[src/rtl/mux4_rr_sched.sv]
`default_nettype none
// ============================================================================
// Module   : mux4_rr_sched
// Purpose  : Round-robin scheduler that shares one 4-to-1 mux between four
//            requesters. It drives the mux select lines directly and limits
//            each owner's tenure to MAX_HOLD consecutive cycles.
// Ports    : clock     - system clock, all state updates on posedge
//            reset     - synchronous, active-high reset
//            req[3:0]  - request vector, req[n] = requester n wants the mux
//            gnt[3:0]  - one-hot grant, all-zero when nobody owns the mux
//            s1, s0    - mux select = owner index (held while idle)
//            sel_valid - high while some requester owns the mux (= |gnt)
// Revision : 1.0 - initial release
// ============================================================================
module mux4_rr_sched #(
  parameter int MAX_HOLD = 4,  // legal 1 .. 2**HOLD_W
  parameter int HOLD_W   = 3
) (
  input  logic       clock,
  input  logic       reset,
  input  logic [3:0] req,
  output logic [3:0] gnt,
  output logic       s1,
  output logic       s0,
  output logic       sel_valid
);

  // Last cycle of a tenure; MAX_HOLD-1 always fits in HOLD_W bits.
  localparam logic [HOLD_W-1:0] HOLD_LAST = HOLD_W'(MAX_HOLD - 1);

  typedef enum logic [0:0] {
    ST_IDLE  = 1'b0,
    ST_GRANT = 1'b1
  } state_e;

  state_e            state_q;
  logic [3:0]        gnt_q;
  logic [1:0]        sel_q;
  logic              sel_valid_q;
  logic [HOLD_W-1:0] cnt_q;
  logic [1:0]        last_q;

  logic [1:0]        search_start;
  logic [1:0]        scan_idx;
  logic [1:0]        win_d;
  logic              win_found;
  logic              release_d;

  // While granting, last_q always equals the current owner, so a single
  // search start of last+1 serves both the idle and the re-arbitration case.
  assign search_start = last_q + 2'd1;

  // Cyclic priority search: first set request bit at or after search_start.
  always_comb begin
    win_d     = search_start;
    win_found = 1'b0;
    scan_idx  = search_start;
    for (int k = 0; k < 4; k++) begin
      scan_idx = search_start + 2'(k);
      if (!win_found && req[scan_idx]) begin
        win_d     = scan_idx;
        win_found = 1'b1;
      end
    end
  end

  // Owner lets go when it stops requesting or its tenure is used up.
  assign release_d = !req[sel_q] || (cnt_q == HOLD_LAST);

  always_ff @(posedge clock) begin
    if (reset) begin
      state_q     <= ST_IDLE;
      gnt_q       <= 4'b0000;
      sel_q       <= 2'b00;
      sel_valid_q <= 1'b0;
      cnt_q       <= '0;
      last_q      <= 2'd3;
    end else begin
      case (state_q)
        ST_IDLE: begin
          if (win_found) begin
            state_q     <= ST_GRANT;
            gnt_q       <= 4'b0001 << win_d;
            sel_q       <= win_d;
            sel_valid_q <= 1'b1;
            cnt_q       <= '0;
            last_q      <= win_d;
          end
        end
        ST_GRANT: begin
          if (!release_d) begin
            cnt_q <= cnt_q + HOLD_W'(1);
          end else if (win_found) begin
            // Hand over on the same edge (no bubble); may re-grant the owner.
            gnt_q       <= 4'b0001 << win_d;
            sel_q       <= win_d;
            sel_valid_q <= 1'b1;
            cnt_q       <= '0;
            last_q      <= win_d;
          end else begin
            // Nobody requesting: drop grant, keep select lines on old owner.
            state_q     <= ST_IDLE;
            gnt_q       <= 4'b0000;
            sel_valid_q <= 1'b0;
            cnt_q       <= '0;
            last_q      <= sel_q;
          end
        end
        default: begin
          state_q     <= ST_IDLE;
          gnt_q       <= 4'b0000;
          sel_valid_q <= 1'b0;
          cnt_q       <= '0;
        end
      endcase
    end
  end

  assign gnt       = gnt_q;
  assign s1        = sel_q[1];
  assign s0        = sel_q[0];
  assign sel_valid = sel_valid_q;

endmodule
`default_nettype wire

[config.mk]
export PLATFORM = sky130hd
export DESIGN_NAME = mux4_rr_sched
export DESIGN_NICKNAME = d
export VERILOG_FILES = /design/src/rtl/mux4_rr_sched.sv
export SDC_FILE = /design/constraint.sdc
export NUM_CORES = 1
export LEC_CHECK = 0
export ABC_AREA = 1
export ABC_CLOCK_PERIOD_IN_PS = 1400
export CAP_MARGIN = 20
export CORE_MARGIN = 2
export CORE_UTILIZATION = 50
export CTS_BUF_LIST = sky130_fd_sc_hd__clkbuf_4 sky130_fd_sc_hd__clkbuf_8
export DETAILED_ROUTE_END_ITERATION = 7
export PLACE_DENSITY = 0.84
export SLEW_MARGIN = 20
export SYNTH_ARGS = -nofsm -noshare
export SYNTH_HDL_FRONTEND = slang
export SYNTH_SLANG_ARGS = --single-unit
[constraint.sdc]
create_clock -name clock -period 1.4 [get_ports clock]
set_input_delay 0.21 -clock clock [delete_from_list [all_inputs] [get_ports clock]]
set_output_delay 0.21 -clock clock [all_outputs]
set_load 0.01 [all_outputs]
# Yosys cells after proc, flatten, opt, wreduce, memory -nomap -nowiden
# Cells that the tools add are included.
# op_classes
addsub	5
n_lt_le_gt_ge	5
n_eq_ne	3
shifts	1
mux	35
n_bitwise	1
n_reduce_logical	9
# op_table
operator	count
2-bit by 3-bit less-than comparator with 1-bit output, second input constant	5
1-bit 2-to-1 mux	13
2-bit 2-to-1 mux	6
4-bit 2-to-1 mux	3
1-bit binary-select mux with 2-bit select	5
2-bit case mux with 2 select lines	2
4-bit case mux with 2 select lines	1
3-bit 2-to-1 mux	2
3-bit case mux with 2 select lines	1
2-bit by 1-bit adder with 2-bit output, second input constant	2
2-bit adder, second input constant	2
1-bit zero test	4
1-bit case mux with 2 select lines	2
1-bit by 2-bit left shift with 4-bit output, first input constant	1
3-bit by 1-bit adder with 3-bit output, second input constant	1
3-bit by 2-bit equality test with 1-bit output, second input constant	1
1-bit logical AND	3
2-bit by 1-bit != test with 1-bit output, second input constant	1
2-bit != test, second input constant	1
2-bit AND reduction	1
1-bit logical OR	1
1-bit NOT	1
# totals
regBits	13
input_bits	6
output_inout_bits	7
elab_cells	65

# Longest topological paths before layout
# Gate-level depths: netlist (run 1).
# logic_depth
depth_word	17
mapped_depth	15

# Worst setup path after synthesis (run 1)
# No wires, ideal clock.
# synth_path
path_type	reg-to-reg
from	register last_q[1]
to	register sel_q[0]
setup_ns	0.131
arrival_time_ns	1.356
setup_slack_ns	-0.087
path_stages_with_launch	13
path_cell_list	dfxtp_1 > buf_4 > inv_2 > nand2_1 > nand2_2 > nand2_1 > nand2_2 > nor2_8 > nand3b_4 > nand2_1 > nor2_1 > a21oi_1 > nor2_1
# synth_between
elab_chain_len	16
word_cells_on_any_way	28
# synth_lines
element	line_no	rtl
start, declared	41	logic [1:0] last_q;
start signal, assigned	87	last_q <= win_d;
start signal, assigned	99	last_q <= win_d;
start signal, assigned	106	last_q <= sel_q;
2-bit by 1-bit adder with 2-bit output *	51	assign search_start = last_q + 2'd1;
branches (longest 12 deep; another with 2-bit by 1-bit adder with 2-bit output)	--	
2-bit 2-to-1 mux *	81, 93	
2-bit 2-to-1 mux	--	
2-bit case mux with 2 select lines *	79	case (state_q)
end signal, assigned	84	sel_q <= win_d;
end signal, assigned	96	sel_q <= win_d;
end, declared	38	logic [1:0] sel_q;
# Every way passes the cells marked *. The select of a mux whose other input is x is not followed.
# A chain may end at the register's enable or synchronous reset.

# Worst setup path in the final report (run 1)
# layout_path
from	register last_q[0]
to	register sel_valid_q (netlist: sel_valid)
# layout_between
elab_chain_len	16
word_cells_on_any_way	27
# layout_lines
element	line_no	rtl
2-bit by 1-bit adder with 2-bit output *	51	
branches (longest 11 deep; another with 2-bit by 1-bit adder with 2-bit output)	--	
1-bit 2-to-1 mux *	60	if (!win_found && req[scan_idx]) begin
1-bit 2-to-1 mux	93	end else if (win_found) begin
1-bit 2-to-1 mux	91	if (!release_d) begin
1-bit case mux with 2 select lines	79	
end signal, assigned	85	sel_valid_q <= 1'b1;
end signal, assigned	97	sel_valid_q <= 1'b1;
end signal, assigned	104	sel_valid_q <= 1'b0;
end, declared	39	logic sel_valid_q;
# Marked as above.

==> results of run 1 <==
-- what timing repair did --
action	in CTS	in global routing
cloned	0	1
gates resized for setup	13	23
pin swaps	0	12
endpoints found under the setup margin	15	14
buffers inserted	1	2
hold buffers	0	0
-- report_power, final --
group / switching (mW) / total [mW] / leakage [nW] / internal [mW]
clock network: 0.137 / 0.243 / 0.0177 / 0.106
logic: 1.39 / 2.42 / 0.623 / 1.03
registers: 0.121 / 0.621 / 0.108 / 0.501
total: 1.65 / 3.29 / 0.749 / 1.64
-- cell type report --
type	instances	area (µm²)	share of cell area [%]
multi-input cells	107	672	48.4
repair buffers	33	314	22.6
flip-flops and latches	13	270	19.5
inverters	18	72.6	5.23
well taps	25	31.3	2.25
clock buffers	3	22.5	1.62
clock inverters	1	5.00	0.361
-- worst max-delay path by stage --
| stage | startpoint | end | slack, ps | depth (start not counted) |
|---|---|---|---|---|
| CTS | last_q[0] | gnt[1] | -230 | 12 |
| global placement | req[0] | last_q[1] | -460 | 10 |
| finish | last_q[0] | sel_valid | -340 | 12 |
| detailed placement | req[3] | cnt_q[0] | -510 | 11 |
| global route | last_q[0] | sel_valid | -450 | 12 |
| floorplan | last_q[1] | last_q[1] | -50 | 12 |
-- tightest hold or removal path, delay by kind of cell (launching register included) --
kind	cells	cell delay, ps
flops	1	320
simple gates	1	60
compound gates	1	50
-- per-layer routing --
| layer | global-route usage [%] | wire length (µm) |
|---|---|---|
| met4 | 7.22 | 40 |
| met1 | 32.5 | 1160 |
| met5 | 0 | 0 |
| met3 | 3.85 | 121 |
| met2 | 48.5 | 1500 |
-- layout by cell type, fill, tap and decap left out, types with 2 or more instances in the layout --
cell	instances
sky130_fd_sc_hd__nand2_1	33
sky130_fd_sc_hd__buf_4	19
sky130_fd_sc_hd__nand2_2	17
sky130_fd_sc_hd__inv_1	14
sky130_fd_sc_hd__nand2_4	9
sky130_fd_sc_hd__dfxtp_1	9
sky130_fd_sc_hd__a21oi_1	7
sky130_fd_sc_hd__a21oi_2	6
sky130_fd_sc_hd__nand3_1	5
sky130_fd_sc_hd__nand4_1	5
sky130_fd_sc_hd__o21ai_1	5
sky130_fd_sc_hd__clkdlybuf4s50_1	5
sky130_fd_sc_hd__nor2_1	4
sky130_fd_sc_hd__dlymetal6s2s_1	4
sky130_fd_sc_hd__nor2_2	3
sky130_fd_sc_hd__clkbuf_4	3
sky130_fd_sc_hd__dlygate4sd2_1	3
sky130_fd_sc_hd__inv_4	2
sky130_fd_sc_hd__nand3_2	2
sky130_fd_sc_hd__o21ai_2	2
sky130_fd_sc_hd__inv_2	2
sky130_fd_sc_hd__o21ai_0	2
sky130_fd_sc_hd__ha_1	2
sky130_fd_sc_hd__dfxtp_4	2
sky130_fd_sc_hd__dfxtp_2	2
-- metrics by stage --
step	hold slack, ps	instance area, µm²
after CTS	476	1270
after global placement	448	1210
after floorplan	372	948
after global routing	502	1390
after detailed placement	458	1210
final	481	1390
-- kinds of logic after synthesis --
logic type / Yosys count / synth area share, %
adders and majority gates: 2 / 2.70
AOI/OAI and AO/OA: 23 / 14.3
DFF: 13 / 28.1
buffers and inverters: 21 / 9.72
and+or+nand+nor: 82 / 45.2
-- sequential cells by signal, summed over array words and instances (netlist names) --
name       flops
cnt_q          3
gnt            4
last_q         2
sel_q          2
sel_valid      1
state_q        1
==> results.cfg, run 1 <==
[cts]
cts_buffers = 3
clock_root_cell = sky130_fd_sc_hd__clkbuf_4
clk_pin_slew_worst_paths_ps = 90
numClockSinks = 13
clk-insertion-delay-late_ps = 290
cts_tree = built
cts-root-to-sink-buffers = 2
cts_max_level = 1

[worst_setup_path]
critical_path_rt_ps = 1620
worstPathCellList = buf_12, nand2_1, nand2_1, nand2_2, nand2_4, nor2_8, nand3b_4, nor2_4, inv_2, nand2_4, nand2_2, a21oi_1
regToRegEndpoint = sel_valid
crit-reg2reg-launch = last_q[0]
cpMaxStageDelayCell = sky130_fd_sc_hd__dfxtp_4
worst-setup-path-type = reg2reg
worstPathArrival_ps = 1960
setup.reg_to_reg.worst_slack_ps = -340
rr_worst_depth = 12
cp_max_fo = 6
critical_path_buf_inv_count = 2
timing.critical_path.to_type = flop
cpPeakStageDelay_ps = 390
worst_setup_path_start_kind = flop
timing.critical_path.max_delay_family = simple AND/OR/NAND/NOR gates

[finish]
utilization_pct = 80.4
finish.cell_count_without_fillers = 200
drive_above_1_share_pct = 43.4
layout.nets = 184
area.growth.synth_to_final_pct = 49.7
antenna-diode-count = 0
final.fill_count = 127

[synthesis]
cell_with_the_most_instances_after_synthesis = sky130_fd_sc_hd__nand2_1
seq_area_frac_synth_pct = 28.1
synthDominantCellAreaShare_pct = 28.1
synth-main-ff-cell = sky130_fd_sc_hd__dfxtp_1
syn_avg_cell_area_um2 = 6.58
syn-cell-area_um2 = 927
yosys-top-cells-area = sky130_fd_sc_hd__dfxtp_1 28%, sky130_fd_sc_hd__nand2_1 20%, sky130_fd_sc_hd__inv_1 5.7%
yosysTopAreaCell = sky130_fd_sc_hd__dfxtp_1
ys_async_sr_fraction_pct = 0
synth-edff-count = 0
syn-num-nets = 149
yosysWarningCount = 0
synth.lib_cells_used.distinct = 25
synthesized_flop_and_latch_total = 13
postSynthCellCount = 141
ys_top_cells_by_count = 50 x sky130_fd_sc_hd__nand2_1, 14 x sky130_fd_sc_hd__inv_1, 13 x sky130_fd_sc_hd__dfxtp_1, 10 x sky130_fd_sc_hd__a21oi_1, 7 x sky130_fd_sc_hd__nand2_2

[floorplanning]
dieArea_um2 = 2210
core_area_um2 = 1730
initial_utilization_pct = 53.7
die_y_um = 47.1
top_level_ports = 13
num_rows = 15
fp.dieW_um = 47.1

[sta]
setup_viol = 12
skew_ps = 11.2
tns_ps = -3420
relSlewSlack_pct = 76.3
tightest_slew_ps = 354
timing.final.hold_violations = 0
fin_crit_ps = 1740
grt_setup_unrepaired = yes
worst_slack_ps = -342
share_of_the_clock_period_used_by_the_worst_path_after_layout_pct = 124
timing.final.max_slew_violations = 0
clock.fmax_mhz = 574

[placement]
place_congestion = 0.856
placement.setup.worst_slack_ps = -506
placement.io_buffers = 12
place_inst = 192
hpwl_mm = 1.83

[power]
vdd.ir_drop.worst_v = 0.00140
power-per-cell-area_nw_per_um2 = 2370
report.power.total_mw = 3.29
power.leakage_nw = 0.749

[hold_path]
hold_path.startpoint = cnt_q[1]
hold_class = reg2reg
hold_path_depth = 2
worst_hold_path.endpoint = cnt_q[1]

[global_routing]
grt_antenna_before_repair = 0
grt_start_max_net_pins = 10
grt_pass1_vias = 1015
grt_util_all_layers_pct = 26.6
globalRouteOverflowTotal = 0
grt_first_pass_wirelength_mm = 4.26

[drt]
routed-via-count = 1053
detail_route.first_pass.iterations = 4
post_drt_via_cell_ratio = 5.27
drc_errors = 0
drt-wirelength-per-cell_um = 14.1
drt_wl_total_mm = 2.82
drt_first_iter_violations = 18
detail-route-antenna-nets = 0

[run_status]
run_status = finished, violations left
violations_in_the_final_reports = setup timing

[job]
max_cap_violations = 0
Power figures use the tool's default switching activity.
==> run 2, diff against run 1 <==
CAP_MARGIN = 25   (was 20)
CORE_MARGIN = default   (was 2)
==> run 2 against run 1 <==
Flip-flop and latch count did not move. Utilization rose by 2.9 points. Sequential power rose by 4.8%. Setup slack improved by 90 ps. Combinational power rose by 6%. Critical endpoint is now last_q[1]. The run still ends with setup timing left. Critical path type unchanged. Register-to-register slack improved by 90 ps. Total power rose by 5.0%. Clock power fell by 6%. Non-clock buffer count rose by 1. Worst hold slack got worse by 10 ps. Clock skew fell by 8.9 ps.
==> results.cfg, run 2 (same netlist as run 1, synthesis figures left out) <==
[run_status]
run_status = finished, violations left
violations_in_the_final_reports = setup timing

[sta]
relSlewSlack_pct = 85.9
tightest_slew_ps = 210
setup_viol = 13
fin_crit_ps = 1650
clock.fmax_mhz = 606
share_of_the_clock_period_used_by_the_worst_path_after_layout_pct = 118
worst_slack_ps = -251
timing.final.max_slew_violations = 0
skew_ps = 2.23
grt_setup_unrepaired = yes
timing.final.hold_violations = 0
timing.hold.ws_ps = 471

[global_routing]
grt_util_all_layers_pct = 27.2
grt_pass1_vias = 1025
globalRouteOverflowTotal = 0
grt_antenna_before_repair = 0
grt_start_max_net_pins = 10
grt_first_pass_wirelength_mm = 4.14

[worst_setup_path]
worstPathCellList = buf_6, nand2_2, nand2_2, nand2_4, nand2_4, nor2_8, nand3b_4, nor2_4, inv_1, o21ai_1, o21ai_1
cpMaxStageDelayCell = sky130_fd_sc_hd__dfxtp_4
worstPathArrival_ps = 1810
timing.critical_path.max_delay_family = simple AND/OR/NAND/NOR gates
worst_setup_path_start_kind = flop
path_depth = 11
worst-setup-path-type = reg2reg
cpPeakStageDelay_ps = 400
critical_path_buf_inv_count = 2
rr_worst_depth = 11
timing.critical_path.to_type = flop
critical_path_rt_ps = 1560
cp_max_fo = 7

[finish]
mostFrequentLayoutCells = 26 x sky130_fd_sc_hd__nand2_1, 22 x sky130_fd_sc_hd__nand2_2, 20 x sky130_fd_sc_hd__buf_4, 12 x sky130_fd_sc_hd__inv_1, 11 x sky130_fd_sc_hd__nand2_4
seqCellArea_um2 = 272
area.growth.synth_to_final_pct = 55.1
final.fill_count = 115
finish.cell_count_without_fillers = 201
drive_above_1_share_pct = 52.8
layout.nets = 185
multiInputGateArea_um2 = 729
layout_commonest_cell = sky130_fd_sc_hd__nand2_1
largest_reg_flops = 4
antenna-diode-count = 0

[power]
power-per-cell-area_nw_per_um2 = 2400
report.power.total_mw = 3.45
power.leakage_nw = 0.755
vdd.ir_drop.worst_v = 0.00162

[floorplanning]
num_rows = 15
die_y_um = 45.1
core_area_um2 = 1730
dieArea_um2 = 2030
initial_utilization_pct = 53.7
fp.dieW_um = 45.1
top_level_ports = 13

[cts]
clock_root_cell = sky130_fd_sc_hd__clkbuf_4
clk_pin_slew_worst_paths_ps = 80
clk-insertion-delay-late_ps = 270
numClockSinks = 13
cts-root-to-sink-buffers = 2
cts_tree = built
cts_max_level = 1
cts_buffers = 3

[placement]
placement.io_buffers = 12
hpwl_mm = 1.78
place_congestion = 0.983
place_inst = 192

[drt]
drc_errors = 0
drt_first_iter_violations = 20
met2_length_mm = 1.45
met1Wirelength_mm = 1.05
drt-wirelength-per-cell_um = 13.1
routed-via-count = 1063
highest_layer = met4
drt_wl_total_mm = 2.64
detail_route.first_pass.iterations = 4
post_drt_via_cell_ratio = 5.29
detail-route-antenna-nets = 0
met3_wirelength_um = 93

[hold_path]
hold_path_depth = 2
hold_class = reg2reg

[job]
max_cap_violations = 0
==> run 2: path summary, 6_finish.rpt <==
kind | startpoint | to | slack [ps]
min reg2reg | cnt_q[1] | cnt_q[1] | 470
max reg2reg | last_q[0] | last_q[1] | -250
min | cnt_q[1] | cnt_q[1] | 470
max | last_q[0] | last_q[1] | -250
==> run 2: stage by stage <==
| stage | instance area (µm²) | setup slack [ps] | setup TNS (ps) | utilization (%) |
|---|---|---|---|---|
| after floorplan | 948 | -53.3 | -370 | - |
| after global placement | 1200 | -477 | -4980 | 69.6 |
| after detailed placement | 1200 | -554 | -5490 | 69.6 |
| after CTS | 1370 | -218 | -2130 | 79.1 |
| after global routing | 1440 | -350 | -3620 | 83.3 |
| final | 1440 | -251 | -2540 | 83.3 |
==> run 2: cell type report <==
class / count / area share [%]
Timing Repair Buffer: 34 / 20.7
Clock buffer: 3 / 1.57
Tap cell: 25 / 2.18
Multi-Input combinational cell: 107 / 50.7
Clock inverter: 1 / 0.348
Sequential cell: 13 / 18.9
Inverter: 18 / 5.57
==> run 2: power by group <==
| group | leakage [nW] | switching, mW | internal (mW) |
|---|---|---|---|
| Clock | 0.0177 | 0.123 | 0.106 |
| Sequential | 0.108 | 0.148 | 0.504 |
| Combinational | 0.628 | 1.50 | 1.07 |
| Total | 0.755 | 1.77 | 1.68 |
==> run 2: layer usage <==
layer	vias to the layer above	global-route usage, %
li1	523	-
met1	491	29.7
met2	41	54.2
met3	8	2.40
met4	0	7.88
met5	-	0
==> run 2: worst register-to-register path: cells and delay by family, from the launching register on <==
family	cells	cell delay, ps
DFF	1	400
buffers and inverters	2	210
and+or+nand+nor	7	670
AOI/OAI and AO/OA	2	260
==> run 2: what timing repair did <==
item,CTS,global route
pin swaps,7,6
gates resized for setup,40,23
setup buffers,4,1
endpoints found under the setup margin,14,16
hold buffers,0,0
